==> config.mk <==
export PLATFORM = sky130hd
export DESIGN_NAME = fetch_sequencer
export DESIGN_NICKNAME = d
export VERILOG_FILES = /design/src/rtl/fetch_sequencer.sv
export SDC_FILE = /design/constraint.sdc
export NUM_CORES = 1
export LEC_CHECK = 0
export ABC_AREA = 1
export CORE_UTILIZATION = 48
export DETAILED_ROUTE_END_ITERATION = 10
export GPL_ROUTABILITY_DRIVEN = 1
export GPL_TIMING_DRIVEN = 1
export PLACE_DENSITY = 0.85
export SYNTH_ARGS = -nofsm -noshare
export SYNTH_HDL_FRONTEND = slang
export SYNTH_SLANG_ARGS = --single-unit
==> constraint.sdc <==
create_clock -name clk -period 3.67 [get_ports clk]
set_input_delay 0.9175 -clock clk [delete_from_list [all_inputs] [get_ports clk]]
set_output_delay 0.9175 -clock clk [all_outputs]
set_load 0.005 [all_outputs]
==> src/rtl/fetch_sequencer.sv <==
// fetch_sequencer: program-ROM fetch controller with valid/ready hand-off to decode.
// Define SEQ_STEP_EN to add single-step debug (step_mode/step inputs, PAUSE state).
module fetch_sequencer #(
    parameter int                  ADDR_W   = 8,
    parameter int                  DATA_W   = 8,
    parameter int                  PROG_LEN = 65,
    parameter logic [DATA_W-1:0]   HALT_OP  = '0
) (
    input  logic              clk,
    input  logic              rst,
    input  logic              start,
`ifdef SEQ_STEP_EN
    input  logic              step_mode,
    input  logic              step,
`endif
    output logic [ADDR_W-1:0] linenumber,
    input  logic [DATA_W-1:0] instr_in,
    output logic [DATA_W-1:0] instr_out,
    output logic              instr_valid,
    input  logic              instr_ready,
    input  logic              branch_en,
    input  logic [ADDR_W-1:0] branch_addr,
    output logic [ADDR_W-1:0] pc,
    output logic              busy,
    output logic              halted,
    output logic              err
);
    typedef enum logic [2:0] {IDLE, FETCH, HOLD, HALT, PAUSE} state_e;

    localparam logic [ADDR_W-1:0] LAST = ADDR_W'(PROG_LEN - 1);

    state_e            state_q;
    state_e            fetch_d;
    logic [ADDR_W-1:0] pc_q;
    logic [DATA_W-1:0] instr_q;
    logic              valid_q;
    logic              err_q;

`ifdef SEQ_STEP_EN
    assign fetch_d = step_mode ? PAUSE : FETCH;
`else
    assign fetch_d = FETCH;
`endif

    always_ff @(posedge clk or negedge rst) begin
        if (!rst) begin
            state_q <= IDLE;
            pc_q    <= '0;
            instr_q <= '0;
            valid_q <= 1'b0;
            err_q   <= 1'b0;
        end else begin
            case (state_q)
                IDLE, HALT: if (start) begin
                    pc_q    <= '0;
                    err_q   <= 1'b0;
                    state_q <= FETCH;
                end
                FETCH: begin
                    instr_q <= instr_in;
                    valid_q <= 1'b1;
                    state_q <= HOLD;
                end
                // valid is always set in HOLD, so ready alone marks the handshake
                HOLD: if (instr_ready) begin
                    valid_q <= 1'b0;
                    if (instr_q == HALT_OP)
                        state_q <= HALT;
                    else if (branch_en && branch_addr <= LAST) begin
                        pc_q    <= branch_addr;
                        state_q <= fetch_d;
                    end else if (branch_en) begin
                        err_q   <= 1'b1;
                        state_q <= HALT;
                    end else if (pc_q == LAST)
                        state_q <= HALT;
                    else begin
                        pc_q    <= pc_q + 1'b1;
                        state_q <= fetch_d;
                    end
                end
`ifdef SEQ_STEP_EN
                PAUSE: if (step) state_q <= FETCH;
`endif
                default: state_q <= IDLE;
            endcase
        end
    end

    assign linenumber  = pc_q;
    assign pc          = pc_q;
    assign instr_out   = instr_q;
    assign instr_valid = valid_q;
    assign err         = err_q;
    assign halted      = state_q == HALT;
    assign busy        = state_q == FETCH || state_q == HOLD || state_q == PAUSE;
endmodule

==> flow_summary.json <==
{
  "crit_path_start_kind": "register",
  "r2r_cells": 9,
  "coreArea_sq_um": 2730,
  "synth_area_leaders": "dfrtp_1 36%, nand2_1 15%, nor2_1 7.3%",
  "grt-busiest-layer": "met2",
  "seqCellArea_sq_um": 500,
  "holdWs_ns": 0.545,
  "antenna_found_initial": 0,
  "status": "complete, no violations",
  "max_stage_delay_ns": 0.50,
  "p_seq_frac": 0.305,
  "cp.required_ns": 2.75,
  "min_path_cells": 2,
  "r2r-end": "linenumber[0]",
  "min_from": "err",
  "fp.dieH_um": 55.6,
  "relSlewSlack": 0.411,
  "worstMarginPinSlew_ns": 0.880,
  "min_period_ns": 2.61,
  "grt_util_met2": 0.332,
  "clock_latency_ns": 0.30,
  "port_buffers": 48,
  "synth.avg_cell_area_sq_um": 7.42,
  "async_flop_share": 1.00,
  "clkSinkCount": 20,
  "ios": 49,
  "critPathSlowestCell": "clkdlybuf4s50_1",
  "hold_class": "register to register",
  "firstDrtPassIters": 4,
  "reg2reg_slack_ns": 1.74,
  "switchingPower_mw": 0.500,
  "multi_input_area_sq_um": 704,
  "whs_endpoint": "err",
  "clock_path_buffers": 2,
  "area_growth_pct": 35.6,
  "cp_cell_sequence": "inv_1, ha_1, inv_2, clkdlybuf4s50_1",
  "synth_seq_cells": 20,
  "num_rows": 19,
  "p_leak_nw": 0.884,
  "power_density_nw_per_um2": 708,
  "vias": 1252,
  "comb_power_share": 0.560,
  "use_met1": 0.284,
  "worst_ep_arrival_time_ns": 1.70,
  "period_share": 0.712,
  "end_kind": "output port",
  "grt_use_total": 0.203,
  "stdcell_count": 258,
  "n_antenna_cell": 0,
  "max-cap-violations": 0,
  "fin_tns_setup_ns": 0,
  "vias_per_cell": 4.85,
  "finalPower_mw": 1.33,
  "dieWidth_um": 55.6,
  "fin_skew_ns": 0.0101,
  "grt_pass1_wl_um": 5030,
  "synth_top_cell_area_share": 0.363,
  "yosysUniqueCellTypes": 26,
  "peakVddDrop_mv": 0.606,
  "synth.cell_area_sq_um": 1380,
  "syn_inst": 186,
  "swShare": 0.377,
  "fill_cells": 227,
  "seq_area_frac_synth": 0.363,
  "h-tree-depth": 1,
  "cts.clk_slew.worst_paths_ns": 0.12,
  "worstReg2RegStart": "state_q[0]",
  "dp_hpwl_um": 2210,
  "rsz0062_at_grt": "no",
  "critPathKind": "register to output port",
  "drive_above_1_share": 0.0969,
  "grt_max_degree": 21,
  "route.antenna.remaining_nets": 0,
  "grt_use_met3": 0.0372,
  "routed_wirelength_um": 2860,
  "dp_cells": 254,
  "grt-ovfl-total": 0,
  "p_int_mw": 0.825,
  "routedWlPerCell_um": 11.1,
  "synthesis.nets": 213,
  "grt_pass1_vias": 1155,
  "cts_tree": "yes",
  "cts_resized": 0,
  "yosysWarnings": 0,
  "drv_slew": 0,
  "setup_viol": 0,
  "synth_edf_count": 0,
  "utilization": 0.685,
  "nets": 255,
  "drt_iter0_markers": 36,
  "max_freq_mhz": 383,
  "initial_core_util": 0.505,
  "ys.flop_type": "dfrtp_1",
  "ctsHoldBuffers": 0,
  "cp_max_fo": 5,
  "gp_congestion": 0.821,
  "post_cts_buffers": 0,
  "synth.largest_area_cell": "dfrtp_1",
  "drc": 0,
  "die-area_sq_um": 3090,
  "cts_buffers": 3,
  "final_hold_viol_count": 0,
  "clock_power_share": 0.135,
  "cts_root_buffer": "clkbuf_4"
}
[worst max path at each step]
| stage | end | start |
|---|---|---|
| 6_report | busy | state_q[0] |
| 5_1_grt | busy | state_q[0] |
| 4_1_cts | busy | state_q[0] |
| 3_5_place_dp | linenumber[2] | branch_en |
| 3_3_place_gp | linenumber[1] | branch_en |
| 2_1_floorplan | linenumber[0] | branch_addr[7] |
[placed cells by master (no fill, tap or decap)]
cell type,netlist,layout
xnor2_1,2,2
inv_1,18,18
a22oi_1,2,2
inv_2,4,4
nand2_1,56,56
or2_4,1,1
nand2_4,1,1
clkinv_1,1,1
ha_1,6,6
inv_6,1,1
o21ai_1,2,2
clkbuf_4,0,3
nand3b_1,1,1
a21oi_4,2,2
o21ai_0,3,3
nand4_1,1,1
xor2_1,2,2
clkdlybuf4s50_1,0,48
dfrtp_1,20,20
nand3_1,11,11
bufinv_16,0,1
nor2_1,27,27
mux2_2,8,8
a21oi_1,5,5
or2_2,1,1
[power by group through the flow]
stage	Combinational (mW)	Sequential (mW)	Clock (mW)
after floorplan	0.453	0.398	0
after global placement	0.735	0.405	0
after detailed placement	0.743	0.408	0
after CTS	0.750	0.405	0.183
after global routing	0.818	0.422	0.191
final	0.742	0.404	0.179
[per-layer routing]
metal  part of all wire  wire, um
met1               0.48      1360
met2               0.47      1330
met3              0.052       148
met4             0.0059        17
met5                  0         0
[registers in the layout, summed over array words and instances, names as in the netlist]
register,flops
state_q,2
err,1
instr_out,8
instr_valid,1
linenumber,8
[layout make-up]
| type | count | share of cell area |
|---|---|---|
| Tap cell | 31 | 0.0207 |
| Sequential cell | 20 | 0.267 |
| Clock buffer | 3 | 0.0120 |
| Inverter | 24 | 0.0508 |
| Timing Repair Buffer | 48 | 0.257 |
| Clock inverter | 1 | 0.0160 |
| Multi-Input combinational cell | 131 | 0.376 |
[kinds of logic (layout without fill, tap and decap cells)]
group | after synthesis | after routing | share of synthesized area
fa+ha+maj | 6 | 6 | 0.0544
flops | 20 | 20 | 0.363
xor+xnor | 4 | 4 | 0.0254
simple gates | 99 | 99 | 0.295
buf+inv | 35 | 76 | 0.127
mux | 8 | 8 | 0.0653
compound gates | 14 | 14 | 0.0707
[metrics by stage]
stage | cell area [sq um] | setup WS [ns]
5_1_grt | 1870 | 0.943
3_3_place_gp | 1820 | 1.14
2_1_floorplan | 1380 | 1.88
4_1_cts | 1870 | 1.04
6_report | 1870 | 1.06
3_5_place_dp | 1820 | 1.09
[critical path: cells and delay by family, from the launching register on]
family | cells | cell delay [ns]
flip-flops | 1 | 0.44
buffers and inverters | 3 | 0.65
adder cells (fa/ha/maj) | 1 | 0.30
[cell usage after synthesis, types with 2 or more instances]
| cell type | instances |
|---|---|
| a21oi_1 | 5 |
| a21oi_4 | 2 |
| a22oi_1 | 2 |
| buf_4 | 8 |
| dfrtp_1 | 20 |
| ha_1 | 6 |
| inv_1 | 18 |
| inv_2 | 4 |
| mux2_2 | 8 |
| nand2_1 | 56 |
| nand3_1 | 11 |
| nor2_1 | 27 |
| o21ai_0 | 3 |
| o21ai_1 | 2 |
| xnor2_1 | 2 |
| xor2_1 | 2 |
No activity file was read; power rests on OpenSTA's default activity.
